**config.mk**
```make
export PLATFORM = sky130hd
export DESIGN_NAME = usb_tx_serializer
export DESIGN_NICKNAME = d
export VERILOG_FILES = /design/src/rtl/usb_tx_serializer.sv
export SDC_FILE = /design/constraint.sdc
export NUM_CORES = 1
export LEC_CHECK = 0
export BUFFER_PORTS_ARGS = -buffer_cell sky130_fd_sc_hd__clkbuf_2
export CAP_MARGIN = 20
export CORE_UTILIZATION = 60
export DETAILED_ROUTE_END_ITERATION = 10
export HOLD_SLACK_MARGIN = 0.12
export PLACE_DENSITY = 0.81
export SLEW_MARGIN = 40
export SYNTH_ARGS = -nofsm -noshare
export SYNTH_HDL_FRONTEND = slang
export SYNTH_SLANG_ARGS = --single-unit
```
**constraint.sdc**
```tcl
create_clock -name clk -period 3.4 [get_ports clk]
set_input_delay 0.68 -clock clk [delete_from_list [all_inputs] [get_ports clk]]
set_output_delay 0.68 -clock clk [all_outputs]
set_load 0.1 [all_outputs]
```
**src/rtl/usb_tx_serializer.sv**
```systemverilog
// USB full-speed transmit serializer: SYNC, LSB-first data with bit stuffing,
// NRZI line coding and EOP, driving D+/D- with a pad output enable.
`timescale 1ns/1ps
module usb_tx_serializer #(
    parameter int CLKS_PER_BIT = 8
) (
    input  logic       clk,
    input  logic       n_rst,
    input  logic [7:0] tx_data,
    input  logic       tx_valid,
    input  logic       tx_last,
    output logic       tx_ready,
    output logic       dp,
    output logic       dm,
    output logic       tx_oe,
    output logic       tx_busy,
    output logic       tx_done,
    output logic       tx_err
);

    localparam int TW = (CLKS_PER_BIT > 2) ? $clog2(CLKS_PER_BIT) : 1;
    localparam logic [TW-1:0] T_LAST = TW'(CLKS_PER_BIT - 1);
    localparam logic [TW-1:0] T_PRE  = TW'(CLKS_PER_BIT - 2);

    typedef enum logic [2:0] {
        IDLE    = 3'd0,
        SYNC    = 3'd1,
        DATA    = 3'd2,
        STUFF   = 3'd3,
        EOP_SE0 = 3'd4,
        EOP_J   = 3'd5
    } state_t;

    state_t        state_r, state_s;
    logic [TW-1:0] timer_r, timer_s;
    logic [3:0]    idx_r, idx_s;
    logic [7:0]    shift_r, shift_s;
    logic [2:0]    ones_r, ones_s;
    logic          last_r, last_s;
    logic          level_r, level_s;
    logic          dp_r, dp_s, dm_r, dm_s, oe_r, oe_s;
    logic          ready_r, ready_s, done_r, done_s, err_r, err_s;
    logic          boundary_s, pre_s, stuff_need_s, at_byte_end_s;
    logic [2:0]    ones_upd_s;

    // NRZI: a 0 toggles the line level, a 1 holds it (level 1 = J)
    function automatic logic nrzi(input logic level, input logic bit_v);
        return bit_v ? level : ~level;
    endfunction

    assign boundary_s    = (timer_r == T_LAST);
    assign pre_s         = (timer_r == T_PRE);
    assign stuff_need_s  = shift_r[0] && (ones_r == 3'd5);
    assign ones_upd_s    = shift_r[0] ? (ones_r + 3'd1) : 3'd0;
    // A byte ends after the last SYNC bit, a final data bit with no stuff due, or a trailing stuff bit
    assign at_byte_end_s = ((state_r == SYNC)  && (idx_r == 4'd7)) ||
                           ((state_r == DATA)  && (idx_r == 4'd7) && !stuff_need_s) ||
                           ((state_r == STUFF) && (idx_r == 4'd8));

    // State register
    always_ff @(posedge clk or negedge n_rst) begin
        if (!n_rst) begin
            state_r <= IDLE;
        end else begin
            state_r <= state_s;
        end
    end

    // Next-state, bit sequencing and line symbol selection
    always_comb begin
        state_s = state_r;
        idx_s   = idx_r;
        shift_s = shift_r;
        ones_s  = ones_r;
        last_s  = last_r;
        level_s = level_r;
        dp_s    = dp_r;
        dm_s    = dm_r;
        oe_s    = oe_r;
        done_s  = 1'b0;
        if (state_r == IDLE) begin
            timer_s = '0;
        end else if (boundary_s) begin
            timer_s = '0;
        end else begin
            timer_s = timer_r + TW'(1);
        end
        // Handshake is decided one cycle early so tx_ready/tx_err are registered yet land on the boundary
        if (pre_s && at_byte_end_s && !last_r) begin
            ready_s = tx_valid;
            err_s   = ~tx_valid;
        end else begin
            ready_s = 1'b0;
            err_s   = 1'b0;
        end
        if (boundary_s && at_byte_end_s) begin
            if (state_r == DATA) begin
                ones_s = ones_upd_s;
            end else begin
                ones_s = ones_r;
            end
            if (ready_r) begin
                state_s = DATA;
                shift_s = tx_data;
                last_s  = tx_last;
                idx_s   = 4'd0;
                level_s = nrzi(level_r, tx_data[0]);
                {dp_s, dm_s} = {level_s, ~level_s};
            end else begin
                state_s = EOP_SE0;
                idx_s   = 4'd0;
                {dp_s, dm_s} = 2'b00;
            end
        end else begin
            case (state_r)
                IDLE: begin
                    if (tx_valid && !done_r) begin
                        state_s = SYNC;
                        idx_s   = 4'd0;
                        ones_s  = 3'd0;
                        last_s  = 1'b0;
                        oe_s    = 1'b1;
                        level_s = nrzi(1'b1, 1'b0);
                        {dp_s, dm_s} = {level_s, ~level_s};
                    end else begin
                        state_s = IDLE;
                    end
                end
                SYNC: begin
                    if (boundary_s) begin
                        idx_s   = idx_r + 4'd1;
                        level_s = nrzi(level_r, idx_r == 4'd6);
                        {dp_s, dm_s} = {level_s, ~level_s};
                    end else begin
                        state_s = SYNC;
                    end
                end
                DATA: begin
                    if (boundary_s) begin
                        shift_s = {1'b0, shift_r[7:1]};
                        idx_s   = idx_r + 4'd1;
                        if (stuff_need_s) begin
                            state_s = STUFF;
                            ones_s  = 3'd0;
                            level_s = nrzi(level_r, 1'b0);
                        end else begin
                            ones_s  = ones_upd_s;
                            level_s = nrzi(level_r, shift_r[1]);
                        end
                        {dp_s, dm_s} = {level_s, ~level_s};
                    end else begin
                        state_s = DATA;
                    end
                end
                STUFF: begin
                    if (boundary_s) begin
                        state_s = DATA;
                        level_s = nrzi(level_r, shift_r[0]);
                        {dp_s, dm_s} = {level_s, ~level_s};
                    end else begin
                        state_s = STUFF;
                    end
                end
                EOP_SE0: begin
                    if (boundary_s && (idx_r == 4'd1)) begin
                        state_s = EOP_J;
                        level_s = 1'b1;
                        {dp_s, dm_s} = 2'b10;
                    end else if (boundary_s) begin
                        idx_s = idx_r + 4'd1;
                    end else begin
                        state_s = EOP_SE0;
                    end
                end
                EOP_J: begin
                    if (boundary_s) begin
                        state_s = IDLE;
                        done_s  = 1'b1;
                        oe_s    = 1'b0;
                        level_s = 1'b1;
                        {dp_s, dm_s} = 2'b10;
                    end else begin
                        state_s = EOP_J;
                    end
                end
                default: begin
                    state_s = IDLE;
                    oe_s    = 1'b0;
                    level_s = 1'b1;
                    {dp_s, dm_s} = 2'b10;
                end
            endcase
        end
    end

    // Datapath and registered outputs; reset parks the line at J with the pads released
    always_ff @(posedge clk or negedge n_rst) begin
        if (!n_rst) begin
            timer_r <= '0;
            idx_r   <= 4'd0;
            shift_r <= 8'd0;
            ones_r  <= 3'd0;
            last_r  <= 1'b0;
            level_r <= 1'b1;
            dp_r    <= 1'b1;
            dm_r    <= 1'b0;
            oe_r    <= 1'b0;
            ready_r <= 1'b0;
            done_r  <= 1'b0;
            err_r   <= 1'b0;
        end else begin
            timer_r <= timer_s;
            idx_r   <= idx_s;
            shift_r <= shift_s;
            ones_r  <= ones_s;
            last_r  <= last_s;
            level_r <= level_s;
            dp_r    <= dp_s;
            dm_r    <= dm_s;
            oe_r    <= oe_s;
            ready_r <= ready_s;
            done_r  <= done_s;
            err_r   <= err_s;
        end
    end

    assign tx_ready = ready_r;
    assign dp       = dp_r;
    assign dm       = dm_r;
    assign tx_oe    = oe_r;
    assign tx_done  = done_r;
    assign tx_err   = err_r;
    assign tx_busy  = (state_r != IDLE);

endmodule
```
# Word level (Yosys, flattened, before mapping)
# Cells that the tools add are included.
# classes
addsub	3
mul	0
div_mod_pow	0
magnitude_cmp	0
eq_ne	26
n_shift	0
mux	66
bitwise	8
n_reduce_logical	33
# ops
op	count
3-bit 2-to-1 mux	16
1-bit 2-to-1 mux	36
8-bit 2-to-1 mux	4
3-bit one-hot mux with 6 select lines	1
4-bit 2-to-1 mux	4
3-bit == test, second input constant	5
3-bit inequality test, second input constant	4
1-bit one-hot mux with 6 select lines	2
4-bit one-hot mux with 3 select lines	1
3-bit AND reduction	4
1-bit logical AND	10
2-bit nonzero test	5
3-bit by 2-bit inequality test with 1-bit output, second input constant	3
4-bit by 3-bit == test with 1-bit output, second input constant	2
4-bit inequality test, second input constant	2
1-bit inverter	8
4-bit AND reduction	2
7-bit AND reduction	1
3-bit by 1-bit adder with 3-bit output, second input constant	2
3-bit by 2-bit == test with 1-bit output, second input constant	2
3-bit one-hot mux with 2 select lines	1
6-bit AND reduction	1
4-bit by 1-bit adder with 4-bit output, second input constant	1
4-bit by 1-bit == test with 1-bit output, second input constant	1
other kinds (13)	18
# totals
ff_bits	29
latch_bits	0
ramBits	0
romBits	0
input_bits	12
output_inout_bits	7
wordCells	149
n_memories	0

# Logic depth before layout (Yosys ltp)
# depth
word_depth	12
mapped_depth	9
mapped_depth_nobuf	7

# Least setup slack after synthesis
# No wires, ideal clock.
# synth_timing
path_kind	register to output
startpoint	register state_r[2]
endpoint	output tx_busy
arrival_time_ns	1.576
required_time_ns	2.720
setup_slack_ns	1.144
path_stages_with_launch	5
n_path_buf	2
cell_sequence	dfrtp_1 > buf_2 > buf_1 > nor3_1 > inv_1
# synth_via
elab_chain_len	1
# synth_lines
item	line	source
start: declaration	34	state_t state_r, state_s;
start signal: assignment	65	state_r <= state_s;
3-bit nonzero test	233	assign tx_busy = (state_r != IDLE);
end: declaration	16	output logic tx_busy,
# Every way passes these cells.

# Worst setup path after layout
# layout_timing
startpoint	register timer_r[0]
endpoint	register shift_r[4]
# layout_via
elab_chain_len	4
word_cells_on_any_way	7
cone_classes	2 x eq/ne; 1 x mux; 4 x reduce/logical
# layout_lines
item	line	source
start: declaration	35	logic [TW-1:0] timer_r, timer_s;
start signal: assignment	212	timer_r <= timer_s;
3-bit == test *	51	assign boundary_s = (timer_r == T_LAST);
1-bit logical AND	96	if (boundary_s && at_byte_end_s) begin
2-bit inequality test (no source line) or 2-bit nonzero test (tied branches)	-	
3-bit AND reduction (no source line)	-	
end signal: assignment	214	shift_r <= shift_s;
end: declaration	37	logic [7:0] shift_r, shift_s;
# Every way passes the cells marked *; elsewhere a longest branch is shown, timed or not.
# A chain may end at the register's enable or synchronous reset.

==> results.toml <==
[setup_path]
start_kind = "flip-flop"
cp_max_fo = 19
worstSetupPathType = "flip-flop to flip-flop"
cp.required_ps = 3630
arrival_ps = 2890
end_kind = "flip-flop"

[run]
drv_cap = 0

[yosys]
syn-num-nets = 222
yosys-top-cells-area = "dfrtp_1 (35%), ha_1 (5.8%), mux2_4 (4.6%), mux2_2 (3.5%), o21ai_0 (2.8%)"
synth_seq_area_share_pct = 37.5
async_reset_ff_share_pct = 100
syn_inst = 201
yosysWarnings = 0
yosysUniqueCellTypes = 56
ys_seq_elements = 29
syn-cell-area_mm2 = 0.00194
synth_enable_flop_cells = 0
synth.top_cell.area_share_pct = 34.8
synth_top_area_cell = "dfrtp_1"
synth_area_per_cell_um2 = 9.65
synthFlopType = "dfrtp_1"

[grt]
grt_pass1_vias = 1611
grt_usage_pct = 30.1
grt_max_degree = 30
antenna_found_initial = 0
grt_pass1_wl_mm = 7.56
overflow = 0

[final_layout]
final_cell_area_mm2 = 0.00210
layout.nets = 239
final_cell_mix = "dfrtp_1 (27), clkbuf_2 (18), inv_1 (14), nor2_1 (14), nand2_1 (13)"
drive_above_1_share_pct = 24.8
synthToLayoutAreaGrowth_pct = 8.32
diodes = 0
final_common_cell = "dfrtp_1"

[floorplanning]
initial_core_util_pct = 63.5
die_area_mm2 = 0.00346
rows = 20
die_w_um = 58.9
core_mm2 = 0.00305
ios = 19
die_h_um = 58.9

[detailed_routing]
drtAntennaViolNets = 0
routed_wl_mm = 4.55
drt-pass1-iter-count = 4
drc = 0
vias = 1661
detail_route.wl_per_cell_um = 17.4
drt-initial-drc-count = 132
vias_per_cell = 6.34

[timing]
rsz0062_at_grt = "no"
period_share_pct = 78.2
hold_violations = 0
tightest_slew_ps = 740
fmax_mhz = 376
maxSlewViolCount = 0
tns_ps = 0
fin_crit_ps = 2660
relSlewSlack_pct = 50.3
finalSetupViolCount = 0
fin_skew_ps = 8.29

[clock_tree]
clock_sinks = 29
cts_resized = 0
clock_path_buffers = 2
post_cts_buffers = 0
cts_tree = "built"
htreeDepth = 2
hold_buffers = 0
clkTransAtPathRegs_ps = 90
insertion_delay_ps = 340
cts-root-buf = "clkbuf_4"
cts-buffers-inserted = 5

[placed_design]
placed_area_mm2 = 0.00205
port_buffers = 18
dpl.hpwl_mm = 3.21
gp_congestion = 0.898

[run_status]
status = "completed"

[worst_hold_path]
hp-class = "input pin to asynchronous set/reset pin"

[power]
p_per_area_mw_per_mm2 = 675
peakVddDrop_v = 0.000633
p_leak_nw = 0.924
[sequential cells by signal, summed over array words and instances (netlist names)]
name and cells:
level_r 1, last_r 1, state_r 3, dp 1, tx_err 1, tx_ready 1
idx_r 4, timer_r 3, tx_oe 1, tx_done 1, ones_r 3, dm 1
shift_r 8
[power breakdown]
group / internal, mW / total, mW / switching [mW]
logic: 0.235 / 0.673 / 0.438
registers: 0.430 / 0.525 / 0.0942
clock network: 0.0974 / 0.220 / 0.123
[worst paths after layout]
kind	cells past startpoint	from	endpoint	slack, ps
max	7	timer_r[0]	shift_r[4]	740
min	1	n_rst	tx_done	380
max reg2reg	7	timer_r[0]	shift_r[4]	740
min reg2reg	1	timer_r[0]	timer_r[0]	500
max in group asynchronous	1	n_rst	last_r	2550
min in group clk	1	timer_r[0]	timer_r[0]	500
[metal layers]
layer	vias to the layer above	share of wire (%)	track usage (%)
met5	-	0	0
met4	0	2.1	12.9
met3	12	7.1	7.91
met2	78	51	51.0
met1	807	40	36.1
li1	764	-	-
[per-stage QoR]
step	cells	total power, mW	setup WS [ps]	hold WS, ps	utilization [%]
floorplan	201	1.04	1140	384	-
global placement	255	1.14	916	455	67.0
detailed placement	255	1.19	791	477	67.0
CTS	262	1.41	776	407	68.8
global route	262	1.50	563	432	68.8
finish	262	1.42	740	383	68.8
[synthesized netlist by cell type (3+ instances only)]
| master | n |
|---|---|
| a31oi_1 | 3 |
| inv_1 | 14 |
| mux2i_1 | 5 |
| nand2b_1 | 4 |
| o31ai_1 | 3 |
| nor3b_1 | 3 |
| nand3_1 | 7 |
| nor2_1 | 14 |
| buf_2 | 4 |
| mux2_4 | 6 |
| o21ai_0 | 11 |
| dfrtp_1 | 27 |
| nor2b_1 | 7 |
| ha_1 | 9 |
| nand2_1 | 13 |
| mux2_2 | 6 |
| a21oi_1 | 9 |
| o22ai_1 | 3 |
| nor3_1 | 4 |
[kinds of logic (layout without fill, tap and decap cells)]
| logic type | Yosys count | in the layout | share of synthesized area [%] |
|---|---|---|---|
| flip-flops | 29 | 29 | 37.5 |
| adder cells (fa/ha/maj) | 9 | 9 | 5.81 |
| AND/OR/NAND/NOR | 71 | 71 | 21.0 |
| AO/OA/AOI/OAI | 51 | 51 | 19.4 |
| buffers and inverters | 23 | 40 | 5.10 |
| multiplexers | 17 | 17 | 10.7 |
| XOR/XNOR | 1 | 1 | 0.452 |
[critical path, stage by stage, from the launching register on]
cell and delay [ps]:
dfrtp_1 390, ha_1 160, ha_1 530, inv_1 130
nor3_1 410, a21oi_4 200, o22ai_4 390, mux2_4 330
[cell type report]
cell class / count / area (um^2)
multi-input combinational: 149 / 1110
fill: 243 / 952
sequential: 29 / 728
timing repair buffer: 19 / 97.6
clock buffer: 7 / 55.1
tap: 44 / 55.1
inverter: 14 / 52.6
No activity file was read; power rests on OpenSTA's default activity.
